[src/rtl/nn_pkg.sv]
// nn_pkg: shared widths and state type for the ECG-classifier layer blocks.
//   ACT_W   activation width (signed reg, values 0..ACT_MAX)
//   W_W     weight width (signed)
//   PROD_W  activation*weight product width
//   ACC_W   accumulator / pre-quantiser sum width
//   FRAC_SH fractional bits dropped by the quantiser
//   ACT_MAX saturation ceiling of a quantised activation
package nn_pkg;
  localparam int ACT_W   = 8;
  localparam int W_W     = 8;
  localparam int PROD_W  = 16;
  localparam int ACC_W   = 23;
  localparam int FRAC_SH = 6;
  localparam int ACT_MAX = 127;

  typedef enum logic [1:0] {IDLE, MAC, FINAL, EMIT} state_e;
endpackage

[src/rtl/nn_quant_relu.sv]
// nn_quant_relu: combinational ReLU / round / saturate quantiser.
//   s  in  ACC_W  signed layer sum
//   q  out ACT_W  quantised activation 0..ACT_MAX
// Rounding adds one only when the dropped fraction is strictly above half,
// so an exact half rounds down.
module nn_quant_relu
  import nn_pkg::*;
(
  input  logic [ACC_W-1:0] s,
  output logic [ACT_W-1:0] q
);

  logic           round_up;
  logic [ACT_W:0] r;

  always_comb begin
    round_up = s[FRAC_SH-1] && (s[FRAC_SH-2:0] != '0);
    r        = {1'b0, s[FRAC_SH+ACT_W-1:FRAC_SH]} + {{ACT_W{1'b0}}, round_up};
    if (s[ACC_W-1]) begin
      q = '0;
    end else if (s[ACC_W-2:FRAC_SH+ACT_W-1] != '0) begin
      q = ACT_W'(ACT_MAX);
    end else if (r > (ACT_W+1)'(ACT_MAX)) begin
      // rounding carry out of 127 lands on 128; clamp it back
      q = ACT_W'(ACT_MAX);
    end else begin
      q = r[ACT_W-1:0];
    end
  end

endmodule

[src/rtl/fc_layer_sched.sv]
// fc_layer_sched: time-multiplexed fully-connected layer on one shared MAC.
// Accepts an activation vector, then for each node fetches N_IN weights and a
// bias from external synchronous ROMs, accumulates sum(A_i*W_i)+B, quantises,
// and streams one activation per node with valid/ready.
//   clk, reset                 clock, synchronous active-high reset
//   in_valid/in_ready/in_act   input vector handshake, element i at [8i+7:8i]
//   w_addr / w_data            weight ROM (data one cycle after address)
//   b_addr / b_data            bias ROM, b_addr = current node
//   out_valid/out_ready        result handshake, out_node/out_act held until accepted
//   busy                       not idle
//   done                       one-cycle pulse after the last node is accepted
module fc_layer_sched
  import nn_pkg::*;
#(
  parameter int N_IN    = 5,
  parameter int N_NODES = 16,
  parameter int WA_W    = 7,
  parameter int NA_W    = 4
) (
  input  logic                  clk,
  input  logic                  reset,
  input  logic                  in_valid,
  output logic                  in_ready,
  input  logic [N_IN*ACT_W-1:0] in_act,
  output logic [WA_W-1:0]       w_addr,
  input  logic [W_W-1:0]        w_data,
  output logic [NA_W-1:0]       b_addr,
  input  logic [15:0]           b_data,
  output logic                  out_valid,
  input  logic                  out_ready,
  output logic [NA_W-1:0]       out_node,
  output logic [ACT_W-1:0]      out_act,
  output logic                  busy,
  output logic                  done
);

  localparam int K_W = $clog2(N_IN + 1);

  state_e                   state_q, state_d;
  logic [N_IN*ACT_W-1:0]    act_q;
  logic [NA_W-1:0]          node_q;
  logic [K_W-1:0]           k_q;
  logic signed [ACC_W-1:0]  acc_q;
  logic [WA_W-1:0]          w_addr_q;
  logic [ACT_W-1:0]         out_act_q;
  logic [NA_W-1:0]          out_node_q;
  logic                     done_q;

  logic signed [ACT_W-1:0]  act_sel;
  logic signed [PROD_W-1:0] prod;
  logic signed [ACC_W-1:0]  prod_ext, bias_ext, s_final;
  logic [ACT_W-1:0]         q_final;
  logic                     last_k, last_node;

  // Product in MAC cycle k uses the activation paired with the weight
  // addressed in cycle k-1.
  always_comb begin
    act_sel = '0;
    for (int unsigned i = 0; i < N_IN; i++) begin
      if (k_q == K_W'(i + 1)) act_sel = act_q[i*ACT_W +: ACT_W];
    end
    prod      = act_sel * $signed(w_data);
    prod_ext  = {{(ACC_W-PROD_W){prod[PROD_W-1]}}, prod};
    bias_ext  = {{(ACC_W-16){b_data[15]}}, b_data};
    s_final   = acc_q + bias_ext;
    last_k    = (k_q == K_W'(N_IN));
    last_node = (node_q == NA_W'(N_NODES - 1));
  end

  nn_quant_relu u_quant (
    .s (s_final),
    .q (q_final)
  );

  always_comb begin
    state_d = state_q;
    unique case (state_q)
      IDLE:    if (in_valid) state_d = MAC;
      MAC:     if (last_k) state_d = FINAL;
      FINAL:   state_d = EMIT;
      EMIT:    if (out_ready) state_d = last_node ? IDLE : MAC;
      default: state_d = IDLE;
    endcase
  end

  always_ff @(posedge clk) begin
    if (reset) state_q <= IDLE;
    else       state_q <= state_d;
  end

  // w_addr is a register stepped once per MAC cycle: it equals node*N_IN+k in
  // cycle k, then holds; base of the next node is simply the next address.
  always_ff @(posedge clk) begin
    if (reset) begin
      act_q      <= '0;
      node_q     <= '0;
      k_q        <= '0;
      acc_q      <= '0;
      w_addr_q   <= '0;
      out_act_q  <= '0;
      out_node_q <= '0;
      done_q     <= 1'b0;
    end else begin
      done_q <= 1'b0;
      unique case (state_q)
        IDLE: begin
          if (in_valid) begin
            act_q    <= in_act;
            node_q   <= '0;
            k_q      <= '0;
            acc_q    <= '0;
            w_addr_q <= '0;
          end
        end
        MAC: begin
          k_q <= last_k ? '0 : k_q + 1'b1;
          if (k_q != '0) acc_q <= acc_q + prod_ext;
          if (k_q < K_W'(N_IN - 1)) w_addr_q <= w_addr_q + 1'b1;
        end
        FINAL: begin
          out_act_q  <= q_final;
          out_node_q <= node_q;
        end
        EMIT: begin
          if (out_ready) begin
            if (last_node) begin
              done_q <= 1'b1;
            end else begin
              node_q   <= node_q + 1'b1;
              acc_q    <= '0;
              k_q      <= '0;
              w_addr_q <= w_addr_q + 1'b1;
            end
          end
        end
        default: ;
      endcase
    end
  end

  assign in_ready  = (state_q == IDLE);
  assign busy      = (state_q != IDLE);
  assign out_valid = (state_q == EMIT);
  assign w_addr    = w_addr_q;
  assign b_addr    = node_q;
  assign out_node  = out_node_q;
  assign out_act   = out_act_q;
  assign done      = done_q;

endmodule

[config.mk]
export PLATFORM = sky130hd
export DESIGN_NAME = fc_layer_sched
export DESIGN_NICKNAME = d
export VERILOG_FILES = /design/src/rtl/nn_pkg.sv /design/src/rtl/nn_quant_relu.sv /design/src/rtl/fc_layer_sched.sv
export SDC_FILE = /design/constraint.sdc
export NUM_CORES = 1
export LEC_CHECK = 0
export ABC_CLOCK_PERIOD_IN_PS = 11300
export CAP_MARGIN = 20
export CORE_MARGIN = 2
export CORE_UTILIZATION = 30
export CTS_CLUSTER_DIAMETER = 100
export DETAILED_ROUTE_END_ITERATION = 6
export GPL_ROUTABILITY_DRIVEN = 0
export PLACE_DENSITY = 0.45
export SYNTH_ARGS = -nofsm -noshare
export SYNTH_HDL_FRONTEND = slang
export SYNTH_HIERARCHICAL = 1
export SYNTH_SLANG_ARGS = --single-unit
[constraint.sdc]
create_clock -name clk -period 11.3 [get_ports clk]
set_clock_uncertainty 0.15 [all_clocks]
set_input_delay 2.26 -clock clk [delete_from_list [all_inputs] [get_ports clk]]
set_output_delay 2.26 -clock clk [all_outputs]
set_load 0.01 [all_outputs]
Word level (Yosys, flattened, before mapping)
Index checks and enable logic that the tools add are counted.

word-level totals
  ROM bits = 0
  RAM bits = 0
  word-level logic and storage cells = 83
  bits in latches = 0
  register bits = 92
  input port bits = 68
  memories kept = 0
  output and inout port bits = 27

cells by class
  $mul = 1
  div/mod/pow operators = 0
  reductions and logical operators = 15
  bitwise gates (word level) = 2
  magnitude comparators = 2
  add/sub/neg operators = 6
  shifts and indexed selects = 0
  mux-type cells = 33
  equality and inequality tests = 15

operators by type and width
  operator                                                              count
  23-bit 2-to-1 mux                                                     4
  23-bit case mux with 3 select lines                                   1
  8-bit 2-to-1 mux                                                      8
  23-bit by 16-bit adder with 23-bit output                             2
  7-bit 2-to-1 mux                                                      4
  7-bit case mux with 3 select lines                                    1
  8-bit by 8-bit multiplier with 16-bit output                          1
  3-bit 2-to-1 mux                                                      4
  4-bit 2-to-1 mux                                                      3
  2-bit != test, second input constant                                  5
  5-bit AND reduction                                                   2
  8-bit by 1-bit adder with 9-bit output                                1
  9-bit by 7-bit > comparator with 1-bit output, second input constant  1
  3-bit case mux with 3 select lines                                    1
  9-bit nonzero test                                                    1
  2-bit case mux with 4 select lines                                    1
  4-bit case mux with 2 select lines                                    1
  4-bit AND reduction                                                   2
  7-bit by 1-bit adder with 7-bit output, second input constant         1
  3-bit by 2-bit == test with 1-bit output, second input constant       2
  3-bit == test, second input constant                                  2
  2-bit 2-to-1 mux                                                      3
  3-bit nonzero test                                                    2
  5-bit nonzero test                                                    1
  16 further kinds                                                      20

Logic depth before layout (Yosys ltp)
Gate-level depths: netlist of run 1.

  word-level depth = 10
  gate-level depth with buffers = 26
  mapped depth without buffers = 24

Cells and area by module
Netlist of run 1, hierarchy kept.

modules (own cells, without submodules)
  module          times used  cells an instance  area an instance (µm²)  seq. area each (µm²)
  fc_layer_sched  1           999                8817.2                  1841.8
  nn_quant_relu   1           34                 249.0                   0.0

Worst setup path before layout of run 1
OpenSTA, ideal clock, no wires.

  path kind = in2reg
  start point = in w_data[1]
  end point = reg acc_q[22]
  arrival = 7632 ps
  data required time = 11033 ps
  setup time = 117 ps
  cell stages on the path = 15
  path buffers = 0
  setup slack = 3401 ps
  path through = nor2b_1 fa_1 fa_1 fa_1 fa_1 ha_1 ha_1 a21oi_1 nor2b_1 o31ai_2 o221ai_1 a211o_1 a21oi_1 xnor2_1 a32o_1

between the ends
  word-level cells in the longest chain between the ends = 4

RTL lines
  element                                       line                   text
  start: declaration                            fc_layer_sched.sv:26   input logic [W_W-1:0] w_data,
  8-bit by 8-bit multiplier with 16-bit output  fc_layer_sched.sv:62   prod = act_sel * $signed(w_data);
  23-bit by 16-bit adder with 23-bit output     fc_layer_sched.sv:117  if (k_q != '0) acc_q <= acc_q + prod_ext;
  23-bit 2-to-1 mux                             fc_layer_sched.sv:117
  23-bit case mux with 3 select lines           fc_layer_sched.sv:105  unique case (state_q)
  end signal: assignment                        fc_layer_sched.sv:117
  end: declaration                              fc_layer_sched.sv:43   logic signed [ACC_W-1:0] acc_q;

No other way between the ends. The select of a mux whose other input is x is not followed.
A chain may end at the register's enable or synchronous reset.

Worst setup path after layout of run 1
  start point = in w_data[0]
  end point = reg acc_q[22]

Same word-level chain as after synthesis.

==> results.txt, run 1 <==
----------------------------------------------------
[Run status]
  Outcome ... complete, no violations

[Placed design]
  Worst slack at placement ... 2.95 ns
  IO Port Bufs ... 94
  Number of cells in the design after placement ... 1,495
  DP Wirelength ... around 19 mm

[Power and ir drop]
  Switching power summed over all nets ... 0.000765 W
  Power Total ... between 0.0015 and 0.002 W
  Switching part of the total power ... 44.4%
  Worst vdd ir ... 0.101 mV
  Clock network power share ... 18.5%
  Power per Cell Area ... ~160 nW/µm²
  Combinational share of power ... a little under three fifths
  Register share of total power ... roughly a quarter
  Internal ... 0.000957 W
  Leakage power total ... 4.79 nW

[Global route]
  Leftover overflow at the end of global routing ... 0
  Number of global-route vias before repair ... ~7,100
  Maximum number of pins on one net before global-route repair ... 84
  GRT Overall Usage ... between 15 and 20%
  Number of antenna violations at the first check in global routing ... 0
  Wire length of the first global-routing pass ... 38.7 mm

[Detailed routing]
  Via Count ... 7,173
  DRC marker count from the first detailed-route iteration ... 320
  Residual antenna-violating net count after detailed routing ... 0
  Total wire length ... about 24 mm
  Remaining routing DRC violations ... 0
  Detailed-route wire length per cell ... 15.7 µm
  Ratio of routed vias to standard cells ... 4.74
  First-pass iteration count of the detailed router ... 4

[Synthesis]
  Combinational family with the most area after synthesis ... adder cells
  Area share of the largest cell type after synthesis ... 22.3%
  Number of standard cells after synthesis ... approximately 1,000
  Synthesized area divided by synthesized cell count ... 8.78 µm²
  Count of yosys warnings during synthesis ... 6
  Summed instance area of the synthesized netlist ... 9070 µm²
  Cell taking the most area after synthesis ... fa_1
  Post-synthesis share of cell area spent on full adders, half adders and majority gates ... about 34%
  Post-synth net total ... 1,286
  Count of flip-flops with a built-in enable after synthesis ... 0
  Biggest area contributors in the synthesized netlist ... fa_1 22%, dfxtp_1 20%, ha_1 12%, nand2_1 5.4%, a21oi_1 4.9%
  Fraction of registers with async set/reset ... 0%
  Sequential share of the synthesized area ... 20.3%
  Mux share of post-synthesis cell area ... 2.44%
  Number of distinct library cells after synthesis ... 63
  Simple-gate area share of the yosys netlist ... ~17%
  Most used flip-flop cell after synthesis ... dfxtp_1
  Synthesized-area fraction occupied by xor and xnor cells ... between 5 and 6%
  #FFs+latches synth ... 92
  Fraction of the mapped netlist area in compound gates ... 14.6%

[Critical path]
  Biggest cell delay along the critical path ... approximately 0.66 ns
  Critical Path AT ... between 8 and 9 ns
  Critical Path End Type ... register
  Standard cell with the maximum stage delay on the critical path ... clkdlybuf4s50_1
  Worst-path fanout max ... 16
  Critical path type ... in -> reg
  Data required time of the critical path ... about 11 ns
  Most Frequent Cell on Critical Path ... fa_1
  CP cell instances ... clkdlybuf4s50_1 > nor2b_1 > buf_4 > inv_1 > fa_1 > inv_1 > fa_1 > fa_1 > fa_1 > fa_1 > ha_1 > o2111a_1 > o31ai_2 > o221ai_1 > a211o_1 > a21oi_1 > xnor2_1 > a32o_1
  Worst setup SP type ... input pin

[Die]
  Number of cell rows ... 63
  Initial standard-cell utilization of the core ... 30.5%
  Floorplan die width ... 178 µm
  Floorplan die height ... 178 µm
  Total Die Area ... 31,600 µm²
  CORE AREA ... 29,700 µm²
  Boundary Pins ... 95

[Min path]
  Hold crit path type ... reg -> reg

[Cells and area]
  Most frequent standard cell in the layout excluding fill and tap cells ... nand2_1
  Final cell count without fillers ... 1,512
  Signed area change from the synthesized netlist to the final layout ... 19.0%
  Multi-input gate area ... 6690 µm²
  Share of post-route cells with drive strength above 1 ... about 4.3%
  Fill cell count ... 3,091
  Commonest non-fill, non-tap cells in the layout ... 131 x nand2_1, 117 x inv_1, 101 x fa_1
  Final-stage net count ... 1,370
  Sequential cell area ... 1840 µm²
  Number of antenna repair diodes ... 0

[CTS]
  CTS max path bufs ... 2
  Post-CTS setup buffer count ... 0
  TritonCTS clock tree ... done
  Maximum level of the CTS H-tree ... 3
  Worst-path clk slew ... ~0.070 ns
  Hold-fix buffers, CTS ... 0
  Root buffer cell ... clkbuf_16
  CTS buffer count ... 9
  Sinks on Clock Net ... 92
  Insertion delay to the later sink of the worst-skew pair ... roughly 0.34 ns
  Number of resized instances in the post-cts repair step ... 0

[Timing]
  Period Utilization, post-route ... 70.5%
  Min Clock Period, post-route ... about 8 ns
  Worst rel slew slack ... about a third
  Worst slew pin tran ... about 0.98 ns
  Highest attainable clock frequency ... 0.125 GHz
  Hold slack final ... 0.306 ns
  Final TNS setup ... 0 ns
  Setup repair after global routing missed its margin ... false
  Slew Limit Fails ... 0
  Final Hold Vio Count ... 0
  Post-route worst setup slack ... 3.33 ns
  Setup violators final ... 0

[Job]
  Max-cap violations ... 0

----------------------------------------------------
==> per-stage QoR <==
step	instance area, µm²	util [%]
2_1_floorplan	9070	-
3_3_place_gp	10500	35.3
3_5_place_dp	10500	35.3
4_1_cts	10800	36.3
5_1_grt	10800	36.3
6_report	10800	36.3
==> critical path: cells and delay by family <==
kind / cells / cell delay, ns
xor gates and xnor gates: 1 / 0.08
adders and majority gates: 6 / 2.85
AOI/OAI and AO/OA: 6 / 1.60
buffers and inverters: 4 / 1.09
and+or+nand+nor: 1 / 0.17
==> logic make-up after synthesis <==
kind of cell               Yosys count
and+or+nand+nor                    328
AOI/OAI and AO/OA                  202
adders and majority gates          185
buffers and inverters              150
DFF                                 92
xor gates and xnor gates            53
muxes                               22
other                                1
==> flip-flops by register name, indices dropped and copies added, names as in the netlist <==
signal and cells:
w_addr 7, out_act 8, out_node 4, act_q 40
b_addr 4, state_q 2, acc_q 23, done 1
k_q 3
==> final cells by class <==
class,instances,area share [%]
clock buffer,9,2.09
timing repair buffer,106,9.51
multi-input combinational,791,62.0
clock inverter,7,0.742
tap,390,4.52
inverter,117,4.07
sequential,92,17.1
==> routing by layer <==
metal | track usage, % | part of all wire, % | vias to the layer above
li1 | - | - | 3612
met1 | 22.7 | 51 | 3478
met2 | 25.1 | 46 | 75
met3 | 1.99 | 2.3 | 8
met4 | 2.46 | 0.90 | 0
met5 | 0 | 0 | -
==> power groups by stage <==
stage	sequential, W	combinational, W	clock, W
final	0.000434	0.000969	0.000319
after global placement	0.000443	0.000978	0
after floorplan	0.000426	0.000712	0
after global routing	0.000443	0.00110	0.000343
after detailed placement	0.000444	0.000978	0
after CTS	0.000437	0.000985	0.000329
==> worst paths after layout <==
kind | from | end | slack, ns | depth (start not counted)
hold reg to reg | act_q[31] | act_q[31] | 0.31 | 2
hold / removal | act_q[31] | act_q[31] | 0.31 | 2
setup reg to reg | k_q[2] | acc_q[21] | 3.49 | 22
setup / recovery | w_data[0] | acc_q[22] | 3.33 | 18
==> cell usage after synthesis (6+ instances only) <==
cell and count:
nor2_1 50, o21a_1 9, nor2b_1 34, a211oi_1 11, a22o_1 6, xor2_1 15
nand3_1 18, xnor2_1 38, a21o_1 12, ha_1 84, a21oi_1 88, nor3_1 29
clkbuf_1 26, dfxtp_1 92, and2_1 18, inv_1 117, fa_1 101, nand2b_1 23
nand2_1 131, o21ai_0 25, a22oi_1 17, mux2i_1 21
(Power assumes the default switching activity.)
==> inputs of run 2 (changes only) <==
--- a/config.mk
+++ b/config.mk
@@ -5,14 +5,14 @@
 export SDC_FILE = /design/constraint.sdc
 export NUM_CORES = 1
 export LEC_CHECK = 0
-export ABC_CLOCK_PERIOD_IN_PS = 11300
+export ABC_CLOCK_PERIOD_IN_PS = 7100
 export CAP_MARGIN = 20
 export CORE_MARGIN = 2
 export CORE_UTILIZATION = 30
 export CTS_CLUSTER_DIAMETER = 100
 export DETAILED_ROUTE_END_ITERATION = 6
 export GPL_ROUTABILITY_DRIVEN = 0
-export PLACE_DENSITY = 0.45
+export PLACE_DENSITY = 0.46
 export SYNTH_ARGS = -nofsm -noshare
 export SYNTH_HDL_FRONTEND = slang
 export SYNTH_HIERARCHICAL = 1
==> constraint.sdc (replaced) <==
create_clock -name clk -period 7.1 [get_ports clk]
set_clock_uncertainty 0.15 [all_clocks]
set_input_delay 1.42 -clock clk [delete_from_list [all_inputs] [get_ports clk]]
set_output_delay 1.42 -clock clk [all_outputs]
set_load 0.01 [all_outputs]
==> run 2 against run 1 <==
Cell count increased by 2.1%. Utilization increased by 0.67 points. Worst hold slack is essentially flat. Die area stayed put. Global-route usage rose by 0.41 points. Total power up 59%. Sequential power is 57% higher. Wire length increased by 0.41%. Highest routed layer unchanged. First-iteration DRC count rose by 2.8%. Combinational power rose by 64%. Clock-buffer cell count grew 1. Non-clock buffer count up 31.
==> results.txt, run 2 (synthesis gave the netlist of run 1 again) <==
----------------------------------------------------
[Critical path]
  Standard cell with the maximum stage delay on the critical path ... fa_1
  CP cell instances ... nor2b_1 > buf_4 > a22oi_1 > nor3_1 > a211oi_1 > buf_4 > nand2b_1 > inv_1 > fa_1 > inv_1 > fa_1 > inv_1 > fa_1 > fa_1 > ha_1 > ha_1 > or3_1 > o31ai_2 > buf_4 > o221ai_1 > a211o_1 > a21oi_1 > xnor2_1 > a32o_1
  FF-to-FF path depth ... 24
  Data required time of the critical path ... 7.20 ns
  Worst setup slack for register-to-register paths ... around 0.45 ns
  Critical Path End Type ... register
  Setup crit start ... k_q[0]
  Worst r2r dst ... acc_q[22]
  Worst reg2reg startpoint ... k_q[0]
  Logic depth of the worst setup path including buffers ... 24
  Critical path type ... reg -> reg
  Critical Path End ... acc_q[22]
  Number of buffers and inverters on the critical path ... 6
  Worst-path fanout max ... 8
  Crit-path leading delay family ... adder cells
  Critical Path AT ... 6.75 ns
  Biggest cell delay along the critical path ... 0.59 ns
  Most Frequent Cell on Critical Path ... fa_1
  Worst setup SP type ... register

[Timing]
  Highest attainable clock frequency ... 0.150 GHz
  Final TNS setup ... 0 ns
  Setup violators final ... 0
  Worst rel slew slack ... 26.5%
  Setup repair after global routing missed its margin ... false
  Slew Limit Fails ... 0
  Period Utilization, post-route ... 93.7%
  Hold slack final ... 0.306 ns
  Final Hold Vio Count ... 0
  Min Clock Period, post-route ... 6.65 ns
  Worst slew pin tran ... 1.10 ns

[Cells and area]
  Number of antenna repair diodes ... 0
  Signed area change from the synthesized netlist to the final layout ... 21.3%
  Finished Cell Area ... between 10,000 and 15,000 µm²
  Commonest non-fill, non-tap cells in the layout ... 131 x nand2_1, 117 x inv_1, 101 x fa_1
  Utilization after layout ... 37.0%
  Final-stage net count ... 1,401
  Share of post-route cells with drive strength above 1 ... 6.59%
  Flip-flop count of the largest register after layout ... 40
  Most frequent standard cell in the layout excluding fill and tap cells ... nand2_1
  Biggest register ... act_q

[Global route]
  Maximum number of pins on one net before global-route repair ... 46
  Number of global-route vias before repair ... 7,504
  GRT Overall Usage ... 16.0%
  Leftover overflow at the end of global routing ... 0
  Wire length of the first global-routing pass ... 39.4 mm
  Number of antenna violations at the first check in global routing ... 0

[CTS]
  TritonCTS clock tree ... done
  Insertion delay to the later sink of the worst-skew pair ... 0.36 ns
  Hold-fix buffers, CTS ... 0
  Sinks on Clock Net ... 92
  Number of resized instances in the post-cts repair step ... 0
  CTS max path bufs ... 2
  Worst-path clk slew ... 0.07 ns
  Maximum level of the CTS H-tree ... 3
  Post-CTS setup buffer count ... 0
  CTS buffer count ... 9
  Root buffer cell ... clkbuf_16

[Detailed routing]
  DRC marker count from the first detailed-route iteration ... between 300 and 400
  Total wire length ... 23.8 mm
  First-pass iteration count of the detailed router ... 6
  Detailed-route wire length per cell ... roughly 15 µm
  Remaining routing DRC violations ... 0
  Residual antenna-violating net count after detailed routing ... 0
  Ratio of routed vias to standard cells ... 4.73
  Via Count ... ~7,300

[Die]
  CORE AREA ... 29,700 µm²
  Initial standard-cell utilization of the core ... 30.5%
  Floorplan die height ... 178 µm
  Number of cell rows ... 63
  Boundary Pins ... 95
  Total Die Area ... 31,600 µm²
  Floorplan die width ... 178 µm

[Min path]
  Hold Path Origin ... act_q[6]
  Hold crit path type ... reg -> reg

[Placed design]
  DP Wirelength ... 19.5 mm
  IO Port Bufs ... 94
  Cell area reported after detailed placement ... between 10,000 and 15,000 µm²

[Power and ir drop]
  Power per Cell Area ... between 200 and 250 nW/µm²
  Internal ... 0.00152 W
  Switching part of the total power ... 44.4%
  Switching power summed over all nets ... about 0.0012 W
  Power Total ... 0.00274 W
  Register share of total power ... roughly a quarter
  Leakage power total ... 4.92 nW
  Clock network power share ... 17.0%
  Worst vdd ir ... 0.184 mV
  Combinational share of power ... 58.0%

[Job]
  Max-cap violations ... 0

[Run status]
  Outcome ... complete, no violations

----------------------------------------------------
run 2: layout make-up:
cell class / instances / area (µm²)
fill: 3088 / 18700
multi-input combinational: 791 / 6680
sequential: 92 / 1840
timing repair buffer: 137 / 1270
tap: 390 / 488
inverter: 117 / 439
clock buffer: 10 / 229
clock inverter: 6 / 47.5
run 2: per-stage QoR:
step / std cells / setup WS (ns)
after floorplan: 1033 / 0.0490
after global placement: 1527 / 0.140
after detailed placement: 1527 / 0.0671
after CTS: 1543 / 0.252
after global routing: 1543 / 0.0727
final: 1543 / 0.451
run 2: worst min-delay path by stage:
stage	to	cells past startpoint	slack, ns
4_1_cts	act_q[8]	2	0.31
3_5_place_dp	act_q[8]	2	0.30
6_report	act_q[6]	2	0.31
5_1_grt	act_q[39]	2	0.32
3_3_place_gp	act_q[6]	2	0.29
2_1_floorplan	act_q[24]	2	0.29
run 2: power groups by stage:
stage,registers (W),clock network (W),logic [W]
2_1_floorplan,0.000678,0,0.00113
3_3_place_gp,0.000695,0,0.00161
3_5_place_dp,0.000697,0,0.00161
4_1_cts,0.000686,0.000480,0.00162
5_1_grt,0.000697,0.000502,0.00181
6_report,0.000682,0.000465,0.00159
run 2: routing by layer:
layer / wire, µm / track usage, % / share of wire, % / vias to the layer above
met5: 0 / 0 / 0 / -
met4: 125 / 2.36 / 0.52 / 0
met3: 734 / 2.12 / 3.1 / 8
met2: 11300 / 26.5 / 48 / 77
met1: 11600 / 22.7 / 49 / 3530
li1: - / - / - / 3683
run 2: worst min-delay path: stages, from the launching register on:
cell and delay [ns]:
dfxtp_1 0.31, nand2_1 0.05, a21oi_1 0.05
==> inputs of run 3 (changes only) <==
--- a/config.mk
+++ b/config.mk
@@ -7,12 +7,12 @@
 export LEC_CHECK = 0
 export ABC_CLOCK_PERIOD_IN_PS = 7100
 export CAP_MARGIN = 20
+export CORE_ASPECT_RATIO = 1.4
 export CORE_MARGIN = 2
 export CORE_UTILIZATION = 30
-export CTS_CLUSTER_DIAMETER = 100
 export DETAILED_ROUTE_END_ITERATION = 6
 export GPL_ROUTABILITY_DRIVEN = 0
-export PLACE_DENSITY = 0.46
+export PLACE_DENSITY = 0.59
 export SYNTH_ARGS = -nofsm -noshare
 export SYNTH_HDL_FRONTEND = slang
 export SYNTH_HIERARCHICAL = 1
==> run 3 against run 2 <==
Critical path depth fell by 5. Via count barely moved. Worst hold slack improved by 0.0015 ns. Maximum frequency fell by 0.29%. Sequential share of layout area rose by 0.12 points. Clock power rose by 6.5%. Cell count fell by 1.3%. Global-route usage fell by 0.99 points. Die area barely moved. First-iteration DRC count fell by 42%. Sequential power barely moved.
==> results.txt, run 3 (synthesis gave the netlist of run 1 again) <==
----------------------------------------------------
[Critical path]
  CP cell instances ... clkdlybuf4s50_1 > nand2b_1 > inv_1 > fa_1 > inv_1 > fa_1 > inv_1 > fa_1 > fa_1 > ha_1 > ha_1 > nand2_1 > a21oi_1 > a211oi_1 > o21ai_0 > a211oi_1 > a21oi_1 > xor2_1 > a22o_1
  Critical Path AT ... 6.76 ns
  Critical Path End Type ... register
  Most Frequent Cell on Critical Path ... fa_1
  Standard cell with the maximum stage delay on the critical path ... fa_1
  Worst reg2reg startpoint ... k_q[1]
  Setup crit start ... w_data[3]
  Worst-path fanout max ... 8
  Number of buffers and inverters on the critical path ... 4
  Crit-path leading delay family ... adder cells
  Data required time of the critical path ... 7.19 ns
  Critical path type ... in -> reg
  Biggest cell delay along the critical path ... between 0.6 and 0.7 ns
  Worst setup SP type ... input pin

[Detailed routing]
  Routed wire length on met3 ... between 800 and 900 µm
  Total wire length ... 22.8 mm
  Residual antenna-violating net count after detailed routing ... 0
  Wire length on met1 ... 9.22 mm
  Length of routed met2 wiring ... 12.3 mm
  Ratio of routed vias to standard cells ... 4.79
  First-pass iteration count of the detailed router ... 4
  Detailed-route wire length per cell ... around 15 µm
  Top Layer Used ... met4
  Remaining routing DRC violations ... 0
  Via Count ... 7,292
  DRC marker count from the first detailed-route iteration ... 192

[Run status]
  Outcome ... complete, no violations

[Cells and area]
  Flip-flop count of the largest register after layout ... 40
  Signed area change from the synthesized netlist to the final layout ... 20.4%
  Commonest non-fill, non-tap cells in the layout ... 131 x nand2_1, 117 x inv_1, 101 x fa_1
  Share of post-route cells with drive strength above 1 ... ~5.3%
  Most frequent standard cell in the layout excluding fill and tap cells ... nand2_1
  Biggest register ... act_q
  Final-stage net count ... between 1,000 and 1,500
  Number of antenna repair diodes ... 0

[CTS]
  CTS max path bufs ... 2
  CTS buffer count ... 9
  Post-CTS setup buffer count ... 0
  Root buffer cell ... clkbuf_16
  Maximum level of the CTS H-tree ... 3
  TritonCTS clock tree ... done
  Sinks on Clock Net ... 92
  Insertion delay to the later sink of the worst-skew pair ... 0.35 ns
  Worst-path clk slew ... 0.06 ns

[Timing]
  Final Hold Vio Count ... 0
  Worst slew pin tran ... 0.927 ns
  Min Clock Period, post-route ... 6.67 ns
  Highest attainable clock frequency ... 0.150 GHz
  Worst rel slew slack ... 38.2%
  Setup violators final ... 0
  Setup repair after global routing missed its margin ... false
  Slew Limit Fails ... 0
  Period Utilization, post-route ... 93.9%
  Post-route worst setup slack ... around 0.43 ns
  Final TNS setup ... 0 ns

[Global route]
  Number of antenna violations at the first check in global routing ... 0
  Maximum number of pins on one net before global-route repair ... between 80 and 90
  Leftover overflow at the end of global routing ... 0
  Number of global-route vias before repair ... 7,560
  Wire length of the first global-routing pass ... 37.8 mm
  GRT Overall Usage ... 15.0%

[Power and ir drop]
  Worst vdd ir ... 0.174 mV
  Power per Cell Area ... 250 nW/µm²
  Leakage power total ... 4.87 nW

[Die]
  Boundary Pins ... 95
  Total Die Area ... 31,600 µm²
  Number of cell rows ... 75
  Floorplan die height ... 210 µm
  Floorplan die width ... 151 µm
  Initial standard-cell utilization of the core ... 30.4%
  CORE AREA ... 29,800 µm²

[Min path]
  Hold crit path type ... reg -> reg
  Hold Path Origin ... act_q[34]

[Placed design]
  Worst slack at placement ... between 0.07 and 0.08 ns
  IO Port Bufs ... between 90 and 100
  DP Wirelength ... between 15 and 20 mm

[Job]
  Max-cap violations ... 0

----------------------------------------------------
run 3: routing by layer:
metal  global-route usage, %  vias up
met2                    27.8      112
met5                       0        -
met4                    4.03        0
met1                    17.9     3505
li1                        -     3646
met3                    2.13       29
run 3: timing repair:
action                     in CTS  in global routing
setup endpoints to repair       0                  3
hold endpoints to repair        0                  0
resized for setup               0                  1
hold buffers                    0                  0
run 3: worst min-delay path: stages (launching register included):
cell	delay [ns]
dfxtp_1	0.31
nand2_1	0.05
a21oi_1	0.05
run 3: power breakdown:
part           total [W]  switching [W]  leakage [nW]  internal (W)
logic            0.00155       0.000893          3.98      0.000659
registers       0.000684      0.0000769         0.749      0.000607
clock network   0.000495       0.000206         0.144      0.000290
total            0.00273        0.00118          4.87       0.00156
run 3: area by class of cell:
type	count	area [µm²]
tap	385	482
multi-input combinational	791	6670
inverter	117	439
timing repair buffer	124	1190
fill	3135	18900
clock buffer	11	253
sequential	92	1840
clock inverter	3	46.3
run 3: final timing paths:
check	to	slack, ns	depth (start not counted)
worst max-delay path	acc_q[21]	0.43	19
worst min-delay path	act_q[34]	0.31	2
worst max register to register	acc_q[21]	0.56	23
worst min register to register	act_q[34]	0.31	2
run 3: metrics by stage:
step	utilization, %	cells	hold WS [ns]	cell area, µm²	total power (W)
floorplan	-	1033	0.286	9070	0.00181
global placement	35.6	1509	0.294	10600	0.00225
detailed placement	35.6	1509	0.299	10600	0.00227
CTS	36.6	1523	0.308	10900	0.00277
global route	36.6	1523	0.322	10900	0.00298
finish	36.6	1523	0.307	10900	0.00273
